[config.mk]
export PLATFORM = sky130hd
export DESIGN_NAME = fifo_wr_arbiter
export DESIGN_NICKNAME = d
export VERILOG_FILES = /design/src/rtl/fifo_wr_arbiter.sv
export SDC_FILE = /design/constraint.sdc
export NUM_CORES = 1
export LEC_CHECK = 0
export ABC_AREA = 1
export CAP_MARGIN = 20
export CORE_MARGIN = 5
export CORE_UTILIZATION = 41
export CTS_BUF_LIST = sky130_fd_sc_hd__clkbuf_16
export CTS_CLUSTER_SIZE = 24
export DETAILED_ROUTE_END_ITERATION = 8
export PLACE_DENSITY = 0.91
export SKIP_LAST_GASP = 1
export SYNTH_ARGS = -nofsm -noshare
export SYNTH_HDL_FRONTEND = slang
export SYNTH_SLANG_ARGS = --single-unit
[constraint.sdc]
create_clock -name wclk -period 2.2 [get_ports wclk]
set_input_delay 0.22 -clock wclk [delete_from_list [all_inputs] [get_ports wclk]]
set_output_delay 0.22 -clock wclk [all_outputs]
set_load 0.01 [all_outputs]
[src/rtl/fifo_wr_arbiter.sv]
// Round-robin, packet-locked arbiter that shares the async FIFO write port
// among NREQ requesters, with per-source enables and a per-grant burst cap.
module fifo_wr_arbiter #(
    parameter int NREQ      = 4,
    parameter int DATA_W    = 8,
    parameter int MAX_BURST = 16
) (
    input  logic                     wclk,
    input  logic                     wrst_n,
    input  logic [NREQ-1:0]          cfg_en_i,
    input  logic [NREQ-1:0]          req_valid_i,
    input  logic [NREQ-1:0]          req_last_i,
    input  logic [NREQ*DATA_W-1:0]   req_data_i,
    output logic [NREQ-1:0]          req_ready_o,
    input  logic                     wfull_i,
    output logic                     wincr_o,
    output logic [DATA_W-1:0]        wdata_o,
    output logic [NREQ-1:0]          grant_o,
    output logic                     busy_o,
    output logic                     burst_cut_o
);

    localparam int IDX_W = (NREQ > 1) ? $clog2(NREQ) : 1;
    localparam int CNT_W = $clog2(MAX_BURST + 1);
    localparam logic [CNT_W-1:0] CAP_CNT  = CNT_W'(MAX_BURST - 1);
    localparam logic [IDX_W-1:0] LAST_IDX = IDX_W'(NREQ - 1);

    typedef enum logic [0:0] {
        ST_IDLE = 1'b0,
        ST_BUSY = 1'b1
    } state_t;

    state_t             state_q, state_d;
    logic [NREQ-1:0]    grant_q, grant_d;
    logic [IDX_W-1:0]   rr_ptr_q, rr_ptr_d;
    logic [CNT_W-1:0]   beat_cnt_q, beat_cnt_d;
    logic               burst_cut_q, burst_cut_d;

    logic [NREQ-1:0]    elig_s;
    logic [NREQ-1:0]    pick_s;
    logic [IDX_W-1:0]   owner_idx_s;
    logic [IDX_W-1:0]   next_ptr_s;
    logic               busy_s;
    logic               xfer_s;
    logic               owner_last_s;
    logic               cap_hit_s;
    logic [DATA_W-1:0]  wdata_s;

    // First set bit of elig at or above ptr, wrapping past NREQ-1 back to 0.
    function automatic logic [NREQ-1:0] rr_pick(input logic [NREQ-1:0]  elig,
                                                input logic [IDX_W-1:0] ptr);
        logic [NREQ-1:0] pick;
        logic            found;
        logic [IDX_W:0]  sum;
        logic [IDX_W-1:0] idx;
        pick  = '0;
        found = 1'b0;
        for (int k = 0; k < NREQ; k++) begin
            sum = {1'b0, ptr} + (IDX_W+1)'(k);
            if (sum >= (IDX_W+1)'(NREQ)) begin
                sum = sum - (IDX_W+1)'(NREQ);
            end else begin
                sum = sum;
            end
            idx = sum[IDX_W-1:0];
            if (!found && elig[idx]) begin
                pick[idx] = 1'b1;
                found     = 1'b1;
            end else begin
                found = found;
            end
        end
        return pick;
    endfunction

    // Owner index, next round-robin pointer and granted data slice.
    always_comb begin
        owner_idx_s = '0;
        wdata_s     = '0;
        for (int k = 0; k < NREQ; k++) begin
            if (grant_q[k]) begin
                owner_idx_s = IDX_W'(k);
            end else begin
                owner_idx_s = owner_idx_s;
            end
            wdata_s = wdata_s | ({DATA_W{grant_q[k]}} & req_data_i[k*DATA_W +: DATA_W]);
        end
        if (owner_idx_s == LAST_IDX) begin
            next_ptr_s = '0;
        end else begin
            next_ptr_s = owner_idx_s + IDX_W'(1);
        end
    end

    assign busy_s       = (state_q == ST_BUSY);
    assign elig_s       = req_valid_i & cfg_en_i;
    assign pick_s       = rr_pick(elig_s, rr_ptr_q);
    assign xfer_s       = busy_s & (|(grant_q & req_valid_i)) & ~wfull_i;
    assign owner_last_s = |(grant_q & req_valid_i & req_last_i);
    assign cap_hit_s    = (beat_cnt_q == CAP_CNT);

    // Next-state logic: grant in IDLE, count beats and release in BUSY.
    always_comb begin
        state_d     = state_q;
        grant_d     = grant_q;
        rr_ptr_d    = rr_ptr_q;
        beat_cnt_d  = beat_cnt_q;
        burst_cut_d = 1'b0;
        case (state_q)
            ST_IDLE: begin
                if (elig_s != '0) begin
                    grant_d    = pick_s;
                    beat_cnt_d = '0;
                    state_d    = ST_BUSY;
                end else begin
                    state_d = ST_IDLE;
                end
            end
            ST_BUSY: begin
                if (xfer_s) begin
                    if (owner_last_s || cap_hit_s) begin
                        state_d     = ST_IDLE;
                        grant_d     = '0;
                        rr_ptr_d    = next_ptr_s;
                        beat_cnt_d  = '0;
                        // A last beat that coincides with the cap is a normal end.
                        burst_cut_d = ~owner_last_s;
                    end else begin
                        beat_cnt_d = beat_cnt_q + CNT_W'(1);
                    end
                end else begin
                    state_d = ST_BUSY;
                end
            end
            default: begin
                state_d = ST_IDLE;
                grant_d = '0;
            end
        endcase
    end

    // State and grant registers.
    always_ff @(posedge wclk or negedge wrst_n) begin
        if (!wrst_n) begin
            state_q     <= ST_IDLE;
            grant_q     <= '0;
            rr_ptr_q    <= '0;
            beat_cnt_q  <= '0;
            burst_cut_q <= 1'b0;
        end else begin
            state_q     <= state_d;
            grant_q     <= grant_d;
            rr_ptr_q    <= rr_ptr_d;
            beat_cnt_q  <= beat_cnt_d;
            burst_cut_q <= burst_cut_d;
        end
    end

    assign req_ready_o = grant_q & {NREQ{busy_s & ~wfull_i}};
    assign wincr_o     = xfer_s;
    assign wdata_o     = wdata_s;
    assign grant_o     = grant_q;
    assign busy_o      = busy_s;
    assign burst_cut_o = burst_cut_q;

endmodule

# Yosys cells after proc, flatten, opt, wreduce, memory -nomap -nowiden
# Index checks and enable logic that the tools add are counted.
# totals
reg_bits,13
inputBits,47
wordCells,114
# op_classes
n_addsub,9
magnitude_cmp,12
n_eq_ne,5
mux,46
bitwise,20
reduce_logical,17
# ops
operator,n
$and 8x8->8,4
$mux 4,7
$or 8x8->8,3
$mux 1,18
$and 4x4->4,4
$mux 5,3
$mux 2,7
$lt 2x3->1 const B,4
$or 4x4->4,3
$pmux 5 s2,1
$ge 3x3->1 const B,3
$bmux 1 s2,4
$demux 1 s2,4
$ge 2x1->1 const B,4
$pmux 4 s2,1
$reduce_or 4->1,2
$sub 2x1->2 const B,4
$logic_and 1x1->1,7
$add 2x2->3 const B,2
$reduce_and 3->1,2
$add 5x1->5 const B,1
$eq 5x4->1 const B,1
$ne 2x2->1 const B,2
$reduce_bool 4->1,1
11 further kinds,17

# Logic depth before layout (Yosys ltp)
# depth
ltp_word,16
ltp_mapped,12
ltp_nobuf,11

# Least setup slack after synthesis
# Ideal clock, no wire load.
# synth_path
path_type,register -> register
start,reg rr_ptr_q[1]
end,"reg grant_q[1], in the netlist grant_o[1]"
setup_time_ps,65
arrival_time_ps,1555
t_required_ps,2135
slack_ps,580
stages_incl_launch_ff,11
period_less_slack_ps,1620
cell_sequence,dfrtp_1 -> inv_1 -> ha_1 -> inv_1 -> nand3_1 -> nand2_1 -> nor2_2 -> nand3_1 -> nand3_1 -> nand2_1 -> nand2_1
# synth_between
elab_chain_cells,16
# synth_lines
element,line,source
"start, declared",35,"logic [IDX_W-1:0] rr_ptr_q, rr_ptr_d;"
"start signal, assigned",153,rr_ptr_q <= rr_ptr_d;
"parallel branches: the longest is 13 deep, another holds $add 2x1->3",n/a,
$mux 4 (*),66,if (!found && elig[idx]) begin
$mux 4 (*),111,if (elig_s != '0) begin
$pmux 4 s2 (*),109,case (state_q)
"end signal, assigned",152,grant_q <= grant_d;
"end, declared",34,"logic [NREQ-1:0] grant_q, grant_d;"
# Every way passes the cells marked *. The select of a mux whose other input is x is not followed.
# A chain may end at the register's enable or synchronous reset.

# Worst setup path in the final report
# layout_path
start,"reg state_q, in the netlist busy_o"
end,out req_ready_o[1]
# layout_between
elab_chain_cells,2
# layout_lines
element,line,source
"start, declared",33,"state_t state_q, state_d;"
"start signal, assigned",151,state_q <= state_d;
$and 1x1->1,159,assign req_ready_o = grant_q & {NREQ{busy_s & ~wfull_i}};
$and 4x4->4,159,
"end, declared",14,"output logic [NREQ-1:0] req_ready_o,"
# Every way passes these cells.

==> flow_summary.json <==
{
  "met2_usage": 0.366,
  "startpoint_type": "flip-flop",
  "cts_root_buffer": "clkbuf_16",
  "cp.arrival_ns": 1.76,
  "die_y_um": 67.9,
  "io_pins": 66,
  "holdCritPathClass": "in -> async",
  "die_x_um": 67.9,
  "internal_power_mw": 0.566,
  "io_buffers": 65,
  "reg2reg_depth": 10,
  "slew_headroom": 0.621,
  "detail-route-antenna-nets": 0,
  "synth.most_common_cell": "nand2_1",
  "synth_area_leader_cell": "dfrtp_1",
  "grt_pass1_wl_mm": 7.16,
  "switching_share": 0.201,
  "wl_per_cell_um": 12.9,
  "via_count": 1663,
  "tns_ns": 0,
  "comb_power_share": 0.191,
  "grt_antenna_before_repair": 0,
  "cts.sinks": 13,
  "setup_viol": 0,
  "synth_nets": 266,
  "dp_hpwl_mm": 3.41,
  "synth_top_area_share": 0.237,
  "clkLatencyLatePin_ns": 0.24,
  "htree_levels": 1,
  "drtIter0Drc": 73,
  "path_common_cell": "nor2_1",
  "ys_seq_elements": 13,
  "fillers": 264,
  "rows": 21,
  "fin_nets": 338,
  "r2r-start": "rr_ptr_q[1]",
  "cp.required_ns": 1.98,
  "pre_cts_ws_ns": 0.278,
  "cts_resized": 0,
  "powerDensity_nw_per_um2": 324,
  "grt_busiest_layer": "met2",
  "setup_ws_ns": 0.218,
  "period_minus_slack_ns": 1.98,
  "drv_cap": 0,
  "synth_common_cells": "nand2_1 (74), nand3_1 (33), inv_1 (18), dfrtp_1 (13)",
  "path_cells": "inv_2 -> nor2_1 -> inv_1 -> nor2_1 -> clkdlybuf4s50_1",
  "yosysSeqAreaShare": 0.237,
  "grt_setup_unrepaired": "no",
  "fmax_ghz": 0.505,
  "skew_ns": 0.000872,
  "die-area_um2": 4610,
  "grt_max_degree": 15,
  "drt_wl_total_mm": 4.21,
  "endpoint_kind": "output pin",
  "p_seq_frac": 0.339,
  "grt_pass1_vias": 1712,
  "synth-edff-count": 0,
  "use_met1": 0.215,
  "ir_drop_uv": 242,
  "hold_viol": 0,
  "clk_pin_slew_ns": 0.04,
  "cts_tree": "yes",
  "syn2layout_area_growth_pct": 59.1,
  "async_reset_ff_frac": 1.00,
  "synth_area_per_cell_um2": 6.58,
  "cts_buffer_depth": 2,
  "p_leak_nw": 1.02,
  "final_layout_size_suffix_gt1_frac": 0.125,
  "met3_usage": 0.0640,
  "gp_congestion": 0.868,
  "initial_core_util": 0.419,
  "switchingPower_mw": 0.142,
  "path_max_fanout": 8,
  "drv_slew": 0,
  "grt.overflow.total": 0,
  "worst_pin_slew_ns": 0.566,
  "yosys.cell_types.count": 26,
  "grt_usage": 0.202,
  "drc": 0,
  "n_antenna_cell": 0,
  "cts_buffers": 3,
  "crit_slowest_cell": "clkdlybuf4s50_1",
  "synthCells": 209,
  "yosys-top-cells-area": "dfrtp_1 (24%), nand2_1 (20%), nand3_1 (12%), ha_1 (9.1%), nand3_2 (5.1%)",
  "via_per_inst": 5.10,
  "core_area_um2": 3280,
  "postCtsSetupRepairBufs": 0,
  "status": "finished clean",
  "syn_area_um2": 1380,
  "pwr-share-clk": 0.470,
  "slowest_delay_ns": 0.56,
  "startpoint": "busy_o",
  "yosys_most_used_dff": "dfrtp_1",
  "firstDrtPassIters": 4,
  "min_period_over_period": 0.901,
  "timing_worst_setup_path_type": "reg -> out",
  "yosysWarnings": 0,
  "holdBufCountCts": 0
}
[flip-flops by register name (all words and copies together) (netlist names)]
name         flops
grant_o          4
rr_ptr_q         2
beat_cnt_q       5
busy_o           1
burst_cut_o      1
[kinds of logic after synthesis]
family | synth area share
AO/OA/AOI/OAI | 0.0683
adder cells (fa/ha/maj) | 0.0910
buffers and inverters | 0.0828
flip-flops | 0.237
AND/OR/NAND/NOR | 0.521
[cells in the final DEF, fill, tap and decap left out, types with 2 or more instances in the layout]
| cell type | Yosys | final |
|---|---|---|
| clkdlybuf4s50_1 | 0 | 65 |
| nor2_2 | 2 | 2 |
| inv_1 | 18 | 19 |
| nand2_2 | 7 | 7 |
| nand2_4 | 2 | 2 |
| o21ai_0 | 4 | 4 |
| ha_1 | 10 | 10 |
| nand3_2 | 7 | 7 |
| nor2_1 | 10 | 10 |
| nand2_1 | 74 | 74 |
| buf_4 | 0 | 7 |
| dfrtp_1 | 13 | 13 |
| nand4_1 | 9 | 9 |
| a21oi_1 | 4 | 4 |
| nand3_1 | 33 | 33 |
| clkbuf_16 | 0 | 3 |
[power groups by stage]
stage,clock network [mW],registers (mW),logic [mW]
after floorplan,0,0.244,0.0360
after global placement,0,0.243,0.134
after detailed placement,0,0.243,0.136
after CTS,0.334,0.240,0.136
after global routing,0.353,0.240,0.147
final,0.333,0.240,0.136
[metrics by stage]
stage          area, µm²  total power [mW]  std cells  hold WS (ns)  utilization
2_1_floorplan       1380             0.280        209       -0.0756            -
3_3_place_gp        2110             0.377        322         0.514        0.642
3_5_place_dp        2110             0.379        322         0.524        0.642
4_1_cts             2190             0.710        326         0.367        0.666
5_1_grt             2190             0.740        326         0.403        0.666
6_report            2190             0.708        326         0.349        0.666
[path summary, 6_finish.rpt]
| check | end | slack (ns) |
|---|---|---|
| max reg2reg | grant_o[3] | 0.45 |
| max | req_ready_o[1] | 0.22 |
| max in group asynchronous | beat_cnt_q[0] | 1.48 |
| min in group wclk | beat_cnt_q[4] | 0.55 |
| min | beat_cnt_q[2] | 0.35 |
| min reg2reg | beat_cnt_q[4] | 0.55 |
[critical path: cells and delay by family, from the launching register on]
kind | cells | cell delay [ns]
and+or+nand+nor | 2 | 0.38
buffers and inverters | 3 | 0.79
DFF | 1 | 0.35
[area by class of cell]
cell class | instances | area, µm² | share of cell area
Sequential cell | 13 | 325 | 0.149
Tap cell | 46 | 57.6 | 0.0263
Multi-Input combinational cell | 170 | 936 | 0.428
Clock inverter | 1 | 3.75 | 0.00172
Inverter | 21 | 87.6 | 0.0400
Clock buffer | 3 | 75.1 | 0.0343
Timing Repair Buffer | 72 | 703 | 0.321
[routing by layer]
layer,part of all wire,vias up
li1,-,832
met1,0.39,755
met3,0.079,11
met5,0,-
met4,0.023,0
met2,0.51,65
Note: power is estimated with default switching activity, not from simulation.
==> patch 1, RTL diff (same flow settings) <==
The parameter `NREQ` goes from 4 to 8.
--- a/src/rtl/fifo_wr_arbiter.sv
+++ b/src/rtl/fifo_wr_arbiter.sv
@@ -1,7 +1,7 @@
 // Round-robin, packet-locked arbiter that shares the async FIFO write port
 // among NREQ requesters, with per-source enables and a per-grant burst cap.
 module fifo_wr_arbiter #(
-    parameter int NREQ      = 4,
+    parameter int NREQ      = 8,
     parameter int DATA_W    = 8,
     parameter int MAX_BURST = 16
 ) (
Interface: changed (6 resized); port bits go from 66 to 118. The function was not compared with the original's and may differ.
==> patch 1 against the unedited design <==
Synthesized area grew 97%; final area grew 110%; die area grew 81%; sequential cell count grew 5; clock power grew 7.8%; total power grew 46%; wire length grew to 2.7 times the old value; worst setup slack lost 0.20 ns.
==> patch 1: results (changes against the unedited design) <==
| Metric | Value |
|---|---|
| Clk_lat worst skew | 0.24 ns (about the same) |
| R2R depth | 14 (was 10) |
| Global Route Usage Sum | 0.2481 (was 0.2021) |
| Layout cell share with drive strength beyond 1 | 0.1629 (was 0.1250) |
| Clk pin slew, worst setup/hold paths | 0.05 ns |
| Max reg flops | 8 (was 5) |
| I/O Buffers | 117 (was 65) |
| Antenna cells | 0 (unchanged) |
| CP arrival | 2.31 ns (was 1.76 ns) |
| Placed cell count | 684 (was 322) |
| Final nets | 722 (was 338) |
| First-pass GRT wire length | 17.61 mm (was 7.155 mm) |
| Worst VDD drop | 0.0002307 V (was 0.0002420 V) |
| Async set-reset flop share out of synthesis | 1.000 (unchanged) |
| CTS Buffer Depth | 2 (unchanged) |
| Initial antenna violation count | 0 (unchanged) |
| Synth cell count leaders | 161 x nand2_1, 77 x nand3_1, 47 x nor2_1 (was 74 x nand2_1, 33 x nand3_1, 18 x inv_1) |
| Outcome | completed (unchanged) |
| Synth top area cells | nand2_1 22%, dfrtp_1 17%, nand3_1 14%, nor2_1 6.5%, inv_1 6.1% (was dfrtp_1 24%, nand2_1 20%, nand3_1 12%, ha_1 9.1%, nand3_2 5.1%) |
| Syn_nets | 578 (was 266) |
| Crit path kind | flop to flop (was flop to output port) |
| DRT iter0 DRCs | 320 (was 73) |
| Average wire per standard cell | 16.28 um (was 12.91 um) |
| RR Startpoint | rr_ptr_q[0]$_DFFE_PN0P_ (was rr_ptr_q[1]$_DFFE_PN0P_) |
| Vias in the first global route | 3914 (was 1712) |
| Slew HR | 0.4547 (was 0.6214) |
| Yosys warning count | 0 (unchanged) |
| Final cell count without fillers | 697 (was 326) |
| Num CTS Buffers | 3 (unchanged) |
| Pre-CTS WS | -0.08732 ns (was 0.2780 ns) |
| Distinct cells, synth | 33 (was 26) |
| Critical Path Sink | grant_o[1]$_DFFE_PN0P_ (was req_ready_o[1]) |
| PD cells | 228.8 nW/um2 (was 323.6 nW/um2) |
| Layout Skew | 0.001869 ns (was 0.0008716 ns) |
| Final WS setup | 0.02228 ns (was 0.2183 ns) |
| CP max FO | 6 (was 8) |
| Lkg Pwr | 2.039 nW (was 1.025 nW) |
| H-tree Lvls | 1 (unchanged) |
| DR pass1 iterations | 6 (was 4) |
| Dpl cell area | 4168 um2 (was 2110 um2) |
| Synthesized instance count | 477 (was 209) |
| Hpwl dp | 8.725 mm (was 3.407 mm) |
| Worst min path class | primary input to async pin (unchanged) |
| RD Place Congestion | 0.9662 (was 0.8676) |
| Largest net degree at the start of global routing | 19 (was 15) |
| Vias per cell | 5.722 (was 5.101) |
| Fillers | 496 (was 264) |
| Ys flop type | dfrtp_1 (unchanged) |
| Root Driver | clkbuf_16 (unchanged) |
| Post-synthesis sequential area ratio | 0.1664 (was 0.2366) |
patch 1: cell count changes in the layout (fill, tap and decap cells not counted), moves of 6 or more:
cell             unedited run  this run
clkdlybuf4s50_1            65       117
buf_4                       7        32
nor3_1                      0        22
a221oi_1                    0         8
nand3b_1                    0         8
nand2_1                    74       153
nand2_4                     2         8
nand4_1                     9        21
nor2_1                     10        45
nand3_1                    33        68
dfrtp_2                     0         7
nand3_2                     7        15
inv_1                      19        41
patch 1: routing by layer:
layer	track usage	wire length (um)	vias to the layer above	part of all wire
met5	0	0	-	0
met1	0.2802	4135	1811	0.36
met4	0.08313	333	0	0.029
li1	-	-	1878	-
met3	0.03967	1026	44	0.090
met2	0.4675	5853	255	0.52
patch 1: metrics by stage:
stage	TNS [ns]	hold slack [ns]	total power, mW
2_1_floorplan	-0.5386	-0.07559	0.4301
3_3_place_gp	-0.01413	0.5338	0.6376
3_5_place_dp	-0.5813	0.5675	0.6424
4_1_cts	-0.001823	0.4690	1.008
5_1_grt	-0.3763	0.5183	1.078
6_report	0	0.4498	1.035
patch 1: what timing repair did:
action                                 CTS  global route
gates cloned                             0             2
buffers inserted                         3             4
hold buffers                             0             0
pin swaps                                2            22
gates resized for setup                  3            46
setup endpoints to repair                8            15
endpoints found under the hold margin    0             0
patch 1: kinds of logic (layout without fill, tap and decap cells):
kind of cell               count (synthesis)  count (layout)  synth area share
and+or+nand+nor                          358             358            0.6160
buffers and inverters                     67             210            0.1049
DFF                                       18              18            0.1664
AOI/OAI and AO/OA                         24              24           0.06655
adders and majority gates                 10              10           0.04621
patch 1: layout make-up:
cell class	instances	share of cell area
clock buffers	3	0.01660
clock inverters	1	0.0008299
inverters	48	0.04232
multi-input cells	392	0.4722
flip-flops and latches	18	0.1015
well taps	77	0.02130
repair buffers	158	0.3452
patch 1: worst max-delay path, cell delays in order, from the launching register on:
cell and delay (ns):
dfrtp_2 0.48, inv_4 0.12, ha_4 0.23, inv_6 0.08, nand3_1 0.11, and2_4 0.18
nand2_2 0.08, nand2_4 0.09, buf_4 0.16, nand4_1 0.12, nand3_1 0.11, nor2_1 0.12
nand3_1 0.08, nand2_1 0.06, nand2_1 0.05
patch 1: power breakdown:
group / total (mW) / internal (mW) / switching [mW]
combinational: 0.344 / 0.211 / 0.134
sequential: 0.331 / 0.331 / 0
clock: 0.359 / 0.241 / 0.118
==> patch 2, RTL diff (config.mk and constraints unchanged) <==
Made on the original files. One comparison of `beat_cnt_q` changes from == to >=.
--- a/src/rtl/fifo_wr_arbiter.sv
+++ b/src/rtl/fifo_wr_arbiter.sv
@@ -97,7 +97,7 @@
     assign pick_s       = rr_pick(elig_s, rr_ptr_q);
     assign xfer_s       = busy_s & (|(grant_q & req_valid_i)) & ~wfull_i;
     assign owner_last_s = |(grant_q & req_valid_i & req_last_i);
-    assign cap_hit_s    = (beat_cnt_q == CAP_CNT);
+    assign cap_hit_s    = (beat_cnt_q >= CAP_CNT);
 
     // Next-state logic: grant in IDLE, count beats and release in BUSY.
     always_comb begin
Check against the original RTL: same outputs for any inputs over 10 cycles, from zero or initial values and one cycle with wrst_n low; that may be too few to reach the edited logic, so the function may still have changed.
==> patch 2 against the unedited design <==
Synthesized area down 2.1%; final area shrank 2.1%; sequential cell count unchanged; worst setup slack worse by 0.071 ns; synthesized cell count is the same; wire length up 2.3%; core utilization rose by 2.4 points.
Power is left out: it rests on default switching activity, and per cell area and clock period it moved more than threefold.
==> patch 2: results (changes against the unedited design) <==
| Metric | Value |
|---|---|
| Worst-Margin Slew | 0.5783 ns (was 0.5661 ns) |
| Synth top area cells | dfrtp_1 24%, nand2_1 22%, nand3_1 13%, ha_1 9.3%, nand3_2 5.2% (was dfrtp_1 24%, nand2_1 20%, nand3_1 12%, ha_1 9.1%, nand3_2 5.1%) |
| FF-to-FF End | beat_cnt_q[0]$_DFFE_PN0P_ (was grant_o[3]$_DFFE_PN0P_) |
| Layout Skew | 0.0001991 ns (was 0.0008716 ns) |
| H-tree Lvls | 1 (unchanged) |
| Clk_lat worst skew | 0.24 ns (about the same) |
| Ys flop type | dfrtp_1 (unchanged) |
| Root Driver | clkbuf_16 (unchanged) |
| CP startpoint | grant_o[3]$_DFFE_PN0P_ (was busy_o$_DFF_PN0_) |
| Max reg flops | 5 (unchanged) |
| R2r setup slk | 0.38 ns (was 0.45 ns) |
| Layout cell share with drive strength beyond 1 | 0.1043 (was 0.1250) |
| Vias in the first global route | 1626 (was 1712) |
| R2R depth | 9 (was 10) |
| Outcome | completed (unchanged) |
| RD Place Congestion | 0.8207 (was 0.8676) |
| Final nets | 336 (was 338) |
| Antenna cells | 0 (unchanged) |
| Yosys warning count | 0 (unchanged) |
| Clk pin slew, worst setup/hold paths | 0.04 ns (about the same) |
| Synth cell count leaders | 78 x nand2_1, 36 x nand3_1, 15 x inv_1 (was 74 x nand2_1, 33 x nand3_1, 18 x inv_1) |
| Vias per cell | 5.177 (was 5.101) |
| Hpwl dp | 3.520 mm (was 3.407 mm) |
| DRT iter0 DRCs | 110 (was 73) |
| First-pass GRT wire length | 6.886 mm (was 7.155 mm) |
| Post-CTS Setup Inserts | 0 (unchanged) |
| RR Startpoint | beat_cnt_q[0]$_DFFE_PN0P_ (was rr_ptr_q[1]$_DFFE_PN0P_) |
| Num CTS Buffers | 3 (unchanged) |
| Distinct cells, synth | 21 (was 26) |
| PostCTS Resize Cnt | 0 (unchanged) |
| Post-synthesis sequential area ratio | 0.2416 (was 0.2366) |
| CP max FO | 13 (was 8) |
| CP arrival | 1.83 ns (was 1.76 ns) |
| Global Route Usage Sum | 0.1991 (was 0.2021) |
| I/O Buffers | 65 (unchanged) |
| Async set-reset flop share out of synthesis | 1.000 (unchanged) |
| Worst min path class | primary input to async pin (unchanged) |
| Average wire per standard cell | 13.37 um (was 12.91 um) |
| Critical Path Sink | wincr_o (was req_ready_o[1]) |
| Fillers | 286 (was 264) |
patch 2: cell count changes after synthesis, sizes merged, moves of 2 or more:
cell | unedited run | this run
nand3 | 40 | 43
o21ai | 7 | 5
nand2 | 83 | 88
inv | 20 | 17
patch 2: layer usage:
| layer | wire [um] | part of all wire | GRT usage |
|---|---|---|---|
| met3 | 354 | 0.082 | 0.05824 |
| met2 | 2244 | 0.52 | 0.3779 |
| met1 | 1639 | 0.38 | 0.2047 |
| met4 | 66 | 0.015 | 0.07089 |
| met5 | 0 | 0 | 0 |
patch 2: final cells by class:
| type | count | area (um2) | area share |
|---|---|---|---|
| multi-input cells | 174 | 923.4 | 0.4311 |
| well taps | 44 | 55.05 | 0.02570 |
| inverters | 17 | 71.32 | 0.03329 |
| repair buffers | 70 | 688.2 | 0.3213 |
| flip-flops and latches | 13 | 325.3 | 0.1519 |
| clock inverters | 1 | 3.754 | 0.001752 |
| clock buffers | 3 | 75.07 | 0.03505 |
patch 2: stage by stage:
stage                     hold WS (ns)    util  instance area, um2  setup slack (ns)  instances
final                           0.3508  0.6903                2142            0.1472        322
after global routing            0.4038  0.6903                2142           0.04443        322
after CTS                       0.3741  0.6903                2142            0.1411        322
after detailed placement        0.5044  0.6649                2063            0.2164        318
after global placement          0.4904  0.6649                2063            0.2447        318
after floorplan               -0.07559       -                1346            0.6201        209
patch 2: cells by family after synthesis:
kind of cell    Yosys count  share of synthesized area
fa+ha+maj                10                    0.09294
buf+inv                  22                    0.07248
simple gates            155                     0.5586
compound gates            9                    0.03438
flops                    13                     0.2416
patch 2: critical path: stages, from the launching register on:
cell	delay, ns
dfrtp_1	0.59
nand2_1	0.10
nand4_1	0.11
nand2_1	0.12
inv_1	0.12
clkdlybuf4s50_1	0.54
patch 2: worst min-delay path by stage:
stage / startpoint / to / depth (start not counted)
2_1_floorplan: wrst_n / beat_cnt_q[0]$_DFFE_PN0P_ / 0
3_3_place_gp: busy_o$_DFF_PN0_ / busy_o$_DFF_PN0_ / 2
3_5_place_dp: busy_o$_DFF_PN0_ / busy_o$_DFF_PN0_ / 2
4_1_cts: wrst_n / grant_o[1]$_DFFE_PN0P_ / 1
5_1_grt: wrst_n / burst_cut_o$_DFF_PN0_ / 1
6_report: wrst_n / beat_cnt_q[2]$_DFFE_PN0P_ / 1
